`config.mk`:
```
export PLATFORM = sky130hd
export DESIGN_NAME = fwd_scoreboard
export DESIGN_NICKNAME = d
export VERILOG_FILES = /design/src/rtl/fwd_scoreboard.sv
export SDC_FILE = /design/constraint.sdc
export NUM_CORES = 1
export LEC_CHECK = 0
export ABC_CLOCK_PERIOD_IN_PS = 2150
export CAP_MARGIN = 10
export CORE_MARGIN = 5
export CORE_UTILIZATION = 46
export CTS_BUF_LIST = sky130_fd_sc_hd__clkbuf_16
export DETAILED_ROUTE_END_ITERATION = 7
export PLACE_DENSITY_LB_ADDON = 0.05
export SYNTH_ARGS = -nofsm -noshare
export SYNTH_HDL_FRONTEND = slang
export SYNTH_SLANG_ARGS = --single-unit
```
`constraint.sdc`:
```
create_clock -name clk -period 2.15 [get_ports clk]
set_clock_uncertainty 0.05 [all_clocks]
set_input_delay 0.3225 -clock clk [delete_from_list [all_inputs] [get_ports clk]]
set_output_delay 0.3225 -clock clk [all_outputs]
set_load 0.005 [all_outputs]
```
`src/rtl/fwd_scoreboard.sv`:
```
// fwd_scoreboard: operand-forwarding and hazard unit.
//
// Tracks every in-flight register-writing instruction from EX (slot 0) to
// writeback (slot DEPTH-1) in a shift-register scoreboard. For each of the
// NREAD source operands of the ID instruction it computes a bypass select
// (registered into fwd_sel for use in EX) and raises a combinational stall
// when the youngest producer's result is not ready yet.
//
// Ports:
//   clk, rst        clock, asynchronous active-high reset
//   id_valid        ID holds a real instruction
//   id_flush        kill the ID instruction this cycle
//   id_rd, id_wen   destination register / write enable of the ID instruction
//   id_lat          slot index at which the result becomes forwardable
//   id_rs, id_ren   packed source registers / per-port read enables
//   cnt_clr         synchronous clear of stall_cycles
//   stall           combinational; hold IF/ID and insert a bubble into EX
//   fwd_sel         registered per-port select: 0 = regfile, k+1 = bypass
//                   bus of the producer that was in slot k at capture
//   slot_valid      occupancy of each scoreboard slot
//   stall_cycles    saturating count of stalled cycles
module fwd_scoreboard #(
  parameter int unsigned NREAD = 2,
  parameter int unsigned DEPTH = 3,
  parameter int unsigned AW    = 5,
  parameter int unsigned CNT_W = 32,
  localparam int unsigned LW   = $clog2(DEPTH),
  localparam int unsigned SELW = $clog2(DEPTH + 1)
) (
  input  logic                   clk,
  input  logic                   rst,
  input  logic                   id_valid,
  input  logic                   id_flush,
  input  logic [AW-1:0]          id_rd,
  input  logic                   id_wen,
  input  logic [LW-1:0]          id_lat,
  input  logic [NREAD*AW-1:0]    id_rs,
  input  logic [NREAD-1:0]       id_ren,
  input  logic                   cnt_clr,
  output logic                   stall,
  output logic [NREAD*SELW-1:0]  fwd_sel,
  output logic [DEPTH-1:0]       slot_valid,
  output logic [CNT_W-1:0]       stall_cycles
);

  localparam logic [LW-1:0] LatMax = LW'(DEPTH - 1);

  // Scoreboard slots
  logic [DEPTH-1:0] valid_q;
  logic [AW-1:0]    rd_q  [DEPTH];
  logic [LW-1:0]    lat_q [DEPTH];

  logic [NREAD*SELW-1:0] fwd_sel_q;
  logic [NREAD*SELW-1:0] cand;
  logic [NREAD-1:0]      stall_req;
  logic [NREAD-1:0]      hit;
  logic [AW-1:0]         rs_cur;
  logic [CNT_W-1:0]      cnt_q;

  logic          capture;
  logic          entry_valid;
  logic [LW-1:0] lat_clamped;

  always_comb begin
    lat_clamped = (id_lat > LatMax) ? LatMax : id_lat;
  end

  // Per-port youngest-producer search. Only the first (youngest) match counts,
  // so an older ready copy of the same rd never hides a younger unready one.
  always_comb begin
    stall_req = '0;
    hit       = '0;
    cand      = '0;
    rs_cur    = '0;
    for (int p = 0; p < NREAD; p++) begin
      rs_cur = id_rs[p*AW +: AW];
      if (id_ren[p] && (rs_cur != '0)) begin
        for (int k = 0; k < DEPTH; k++) begin
          if (!hit[p] && valid_q[k] && (rd_q[k] == rs_cur)) begin
            hit[p] = 1'b1;
            if (k >= int'(lat_q[k])) begin
              cand[p*SELW +: SELW] = SELW'(k + 1);
            end else begin
              stall_req[p] = 1'b1;
            end
          end
        end
      end
    end
  end

  always_comb begin
    stall       = id_valid & ~id_flush & (|stall_req);
    capture     = id_valid & ~id_flush & ~stall;
    // x0 writes and non-writing instructions enter as bubbles.
    entry_valid = capture & id_wen & (id_rd != '0);
  end

  always_ff @(posedge clk or posedge rst) begin
    if (rst) begin
      valid_q <= '0;
      for (int k = 0; k < DEPTH; k++) begin
        rd_q[k]  <= '0;
        lat_q[k] <= '0;
      end
    end else begin
      valid_q <= {valid_q[DEPTH-2:0], entry_valid};
      for (int k = 1; k < DEPTH; k++) begin
        rd_q[k]  <= rd_q[k-1];
        lat_q[k] <= lat_q[k-1];
      end
      rd_q[0]  <= id_rd;
      lat_q[0] <= lat_clamped;
    end
  end

  // Select follows the consumer into EX; a bubble in EX forwards nothing.
  always_ff @(posedge clk or posedge rst) begin
    if (rst) begin
      fwd_sel_q <= '0;
    end else if (capture) begin
      fwd_sel_q <= cand;
    end else begin
      fwd_sel_q <= '0;
    end
  end

  always_ff @(posedge clk or posedge rst) begin
    if (rst) begin
      cnt_q <= '0;
    end else if (cnt_clr) begin
      cnt_q <= '0;
    end else if (stall && (cnt_q != {CNT_W{1'b1}})) begin
      cnt_q <= cnt_q + CNT_W'(1);
    end
  end

  assign fwd_sel      = fwd_sel_q;
  assign slot_valid   = valid_q;
  assign stall_cycles = cnt_q;

endmodule

```
## After elaboration in Yosys (flattened, before gate mapping)

Index checks and enable logic that the tools add are counted.

- Flip-flop bits (word level): 60
- Output and inout bits: 40
- Word-level logic and storage cells: 88
- Input port bits: 25

- Reduce and logical (&&, ||, !) cells: 22
- $add $sub $neg: 1
- Order comparisons: 4
- Equality and inequality tests: 7
- Bitwise logic cells: 7
- Muxes and demuxes: 38

Operators with widths:

| kind | count |
|---|---|
| $mux W32 | 2 |
| $add A32 B1 Y32 const B | 1 |
| $ne A32 B32 Y1 const B | 1 |
| $eq A5 B5 Y1 | 6 |
| $mux W1 | 24 |
| $mux W2 | 11 |
| $reduce_bool A5 Y1 | 3 |
| $logic_and A1 B1 Y1 | 13 |
| $and A1 B1 Y1 | 5 |
| $ge A1 B2 Y1 const A | 2 |
| $logic_not A1 Y1 | 4 |
| $mux W4 | 1 |
| $ge A2 B2 Y1 const A | 1 |
| $gt A2 B2 Y1 const B | 1 |
| $not A1 Y1 | 2 |
| $reduce_bool A2 Y1 | 1 |
| $reduce_or A2 Y1 | 1 |

## Longest topological paths before layout

- Word-level depth: 20
- Mapped depth: 11
- Depth with buffers taken out: 8

## Worst setup path before layout

Ideal clock, no wire load.

- Path type: flip-flop to flip-flop
- Start point: register rd_q[10] (netlist bit)
- End point: register cnt_q[20], in the netlist stall_cycles[20]
- Cell stages (with the launch flop): 11
- Period minus slack after synthesis: 2,303 ps
- Setup time: 125 ps
- Arrival: 2,128 ps
- Required time: 1,975 ps
- Buffers on the path: 3
- Path slack: -153 ps
- Path through: dfrtp_1 > xor2_1 > nor4_1 > and3_1 > buf_6 > a221o_1 > a32oi_1 > buf_6 > buf_6 > nor4_1 > mux2_2

- Longest elaborated chain between the ends: 18
- Elaborated cells on any way between the ends: 40
- Those cells by class: eq/ne: 2; mux: 20; bitwise: 1; reduce/logical: 17

Ends and longest elaborated chain:

| what | line | text |
|---|---|---|
| from (decl) | 50 | `logic [AW-1:0] rd_q [DEPTH];` |
| from (signal, indexed assignment) | 109 | `rd_q[k] <= rd_q[k-1];` |
| $eq A5 B5 Y1 | 79 | `if (!hit[p] && valid_q[k] && (rd_q[k] == rs_cur)) begin` |
| $logic_and A1 B1 Y1 | 79 |  |
| $mux W1 | 79 |  |
| $mux W1 | 77 | `if (id_ren[p] && (rs_cur != '0)) begin` |
| $logic_not A1 Y1 | 79 |  |
| $logic_and A1 B1 Y1 (2 in a row) | 79 |  |
| $mux W1 | 79 |  |
| $mux W1 | 77 |  |
| $logic_not A1 Y1 | 79 |  |
| $logic_and A1 B1 Y1 (2 in a row) | 79 |  |
| $mux W1 | 79 |  |
| $mux W1 | 77 |  |
| $reduce_or A2 Y1 * | 93 | `stall = id_valid & ~id_flush & (\|stall_req);` |
| $and A1 B1 Y1 * | 93 |  |
| $logic_and A1 B1 Y1 * | 133 | `end else if (stall && (cnt_q != {CNT_W{1'b1}})) begin` |
| $reduce_bool A2 Y1 (no line) * | n/a |  |
| to (signal assigned) | 134 | `cnt_q <= cnt_q + CNT_W'(1);` |
| to (decl) | 58 | `logic [CNT_W-1:0] cnt_q;` |

Mark *: on every way between the ends. The rest lies on a longest branch, timed or not. The select of a mux whose other input is x is not followed.
A chain may end at the register's enable or synchronous reset.

## Worst setup path in the final report

- Start point: register rd_q[10] (netlist bit)
- End point: register cnt_q[1], in the netlist stall_cycles[1]

The elaborated chain is that of the path after synthesis.

==> results.toml <==
[run_status]
status = "complete, but fails checks"
violations = "negative setup slack"

[timing]
fin_crit_ns = 2.46
setup-tns-final_ns = -9.00
fmax_mhz = 406
slew_headroom_pct = 76.3
report.final.setup_viol = 38
period_share_pct = 115
fin_ws_ns = -0.314
drv_slew = 0
hold_viol = 0
tightest_slew_ns = 0.354
rsz0062_at_grt = "true"

[synth]
ys.flop_type = "dfrtp_1"
yosys-top-cells-count = "dfrtp_1 (60), a21oi_1 (21), nor2_1 (20)"
synth_cell_types = 47
ys_warn_count = 0
synth_seq_cells = 60
syn_area_um2 = 3190
synth_area_leader_cell = "dfrtp_1"
synth_edf_count = 0
yosysSeqAreaShare_pct = 47.0
synth.most_common_cell = "dfrtp_1"
synthTopCellsByArea = "dfrtp_1 (47%), xor2_1 (4.9%), or4_1 (3.5%), a21oi_1 (3.3%), xnor2_1 (3.3%)"
async_flop_share_pct = 100
syn_inst = 325
yosysTopAreaCellShare_pct = 47.0
syn_avg_cell_area_um2 = 9.82
syn_nets = 351

[drt]
wl_per_cell_um = 17.5
routed_wirelength_mm = 9.35
drc = 0
drtAntennaViolNets = 0
first_iter_violations = 102
firstDrtPassIters = 4
vias = 2994
routed_via_density = 5.60

[finish]
area_growth_pct = 59.7
nNetsFinal = 477
n_antenna_cell = 0
drive_above_1_share_pct = 34.3
nFillCells = 492

[placed_design]
hpwl_mm = 6.09
port_buffers = 64
gp_congestion = 0.826

[worst_setup_path]
cp.required_ns = 2.35
end_kind = "flop"
crit_type = "flop to flop"
critPathLaunchType = "flop"
arrival_ns = 2.67
worstPathMaxFanout = 6

[floorplanning]
rows = 30
ioPinCount = 65
core_um2 = 6760
die_h_um = 93.3
start_util_pct = 47.3
fp.dieW_um = 93.3
die-area_um2 = 8710

[pwr]
ir_drop_v = 0.000441
power_density_nw_per_um2 = 544
finalPower_w = 0.00278
p_leak_nw = 2.08

[clocking]
cts-root-buf = "clkbuf_16"
clock_path_buffers = 2
tritoncts = "done"
clk_pin_slew_ns = 0.05
cts_buffers = 9
h-tree-depth = 3
clock_latency_ns = 0.32
cts_sinks = 60

[grt]
gr-total-overflow = 0
antenna_found_initial = 0
grt_util_all_layers_pct = 22.3
first_global_vias = 3100
grt_pass1_wl_mm = 15.2
grt_max_degree = 44

[hold_path]
hold_class = "input port to async pin"

[run]
cap_violations = 0
==> state kept, by name, summed over array words and instances, names as in the netlist <==
register / count
fwd_sel: 4
lat_q: 6
stall_cycles: 32
slot_valid: 3
rd_q: 15
==> final timing paths <==
kind	start	endpoint	slack [ns]	depth (start not counted)
hold / removal	rst	stall_cycles[17]	0.21	2
setup reg to reg	rd_q[10]	stall_cycles[1]	-0.31	9
hold reg to reg	lat_q[2]	lat_q[0]	0.31	0
setup / recovery	rd_q[10]	stall_cycles[1]	-0.31	9
min in group clk	lat_q[2]	lat_q[0]	0.31	0
max in group asynchronous	rst	stall_cycles[23]	1.35	3
==> where the power goes <==
part / switching (W) / total (W) / internal [W] / leakage [nW]
Sequential: 0.0000225 / 0.00118 / 0.00115 / 0.792
Clock: 0.000485 / 0.00136 / 0.000878 / 0.136
Combinational: 0.000118 / 0.000237 / 0.000118 / 1.15
==> cell families after synthesis <==
kind of cell    synth area share, %
xor+xnor                       8.23
fa+ha+maj                     0.392
compound gates                 11.5
simple gates                   26.5
flops                          47.0
mux                            2.78
buf+inv                        3.57
==> cells in the final DEF (no fill, tap or decap), types with 3 or more instances in the layout <==
master	instances
a21oi_1	6
a21oi_2	14
and2_1	4
and3_1	9
and4_1	4
buf_12	5
buf_16	4
buf_4	57
clkbuf_16	9
clkdlybuf4s50_1	53
dfrtp_1	60
dlygate4sd2_1	10
inv_1	4
mux2_2	4
mux2_4	3
nand2_1	13
nand2b_1	4
nand3_1	15
nand3_2	3
nand4_1	13
nor2_1	16
nor2_4	3
nor2b_1	10
nor4_1	3
nor4_2	3
o21ai_0	12
o21ai_1	5
o31ai_1	8
or3_1	3
or3_4	8
or4_1	8
or4_4	7
xnor2_1	9
xnor2_2	3
xor2_1	18
==> worst max-delay path, stage by stage (launching register included) <==
cell	delay, ns
dfrtp_1	0.42
xor2_1	0.18
nor4_1	0.25
and3_2	0.26
nand3b_1	0.19
a32oi_4	0.16
buf_12	0.18
buf_16	0.14
or4b_4	0.48
o21ai_2	0.07
==> timing repair <==
action / 4_1_cts / 5_1_grt
hold buffers: 0 / 0
gates resized for setup: 54 / 32
gates cloned: 4 / 0
setup buffers: 4 / 0
pin swaps: 30 / 7
endpoints found under the hold margin: 0 / 0
endpoints found under the setup margin: 38 / 38
==> cell type report <==
class,instances,area (um2),share of cell area [%]
flip-flops and latches,60,1500,29.4
clock inverters,6,57.6,1.13
multi-input cells,244,1920,37.6
repair buffers,132,1280,25.2
inverters,4,15.0,0.294
well taps,80,100,1.96
clock buffers,9,225,4.42
==> metal layers <==
metal  vias to the layer above  share of wire, %  track usage [%]
li1                       1453                 -                -
met1                      1461                46             31.4
met2                        69                48             34.5
met3                        11               4.6             3.94
met4                         0               1.3             8.30
met5                         -                 0                0
==> stage by stage <==
stage / area (um2) / setup WS, ns / hold slack (ns) / utilization, % / instances
2_1_floorplan: 3250 / -0.0872 / 0.281 / - / 325
3_3_place_gp: 4380 / -0.703 / 0.287 / 64.9 / 512
3_5_place_dp: 4380 / -0.746 / 0.287 / 64.9 / 512
4_1_cts: 4960 / -0.292 / 0.218 / 73.4 / 535
5_1_grt: 5100 / -0.430 / 0.242 / 75.5 / 535
6_report: 5100 / -0.314 / 0.210 / 75.5 / 535
No activity file was read; power rests on OpenSTA's default activity.
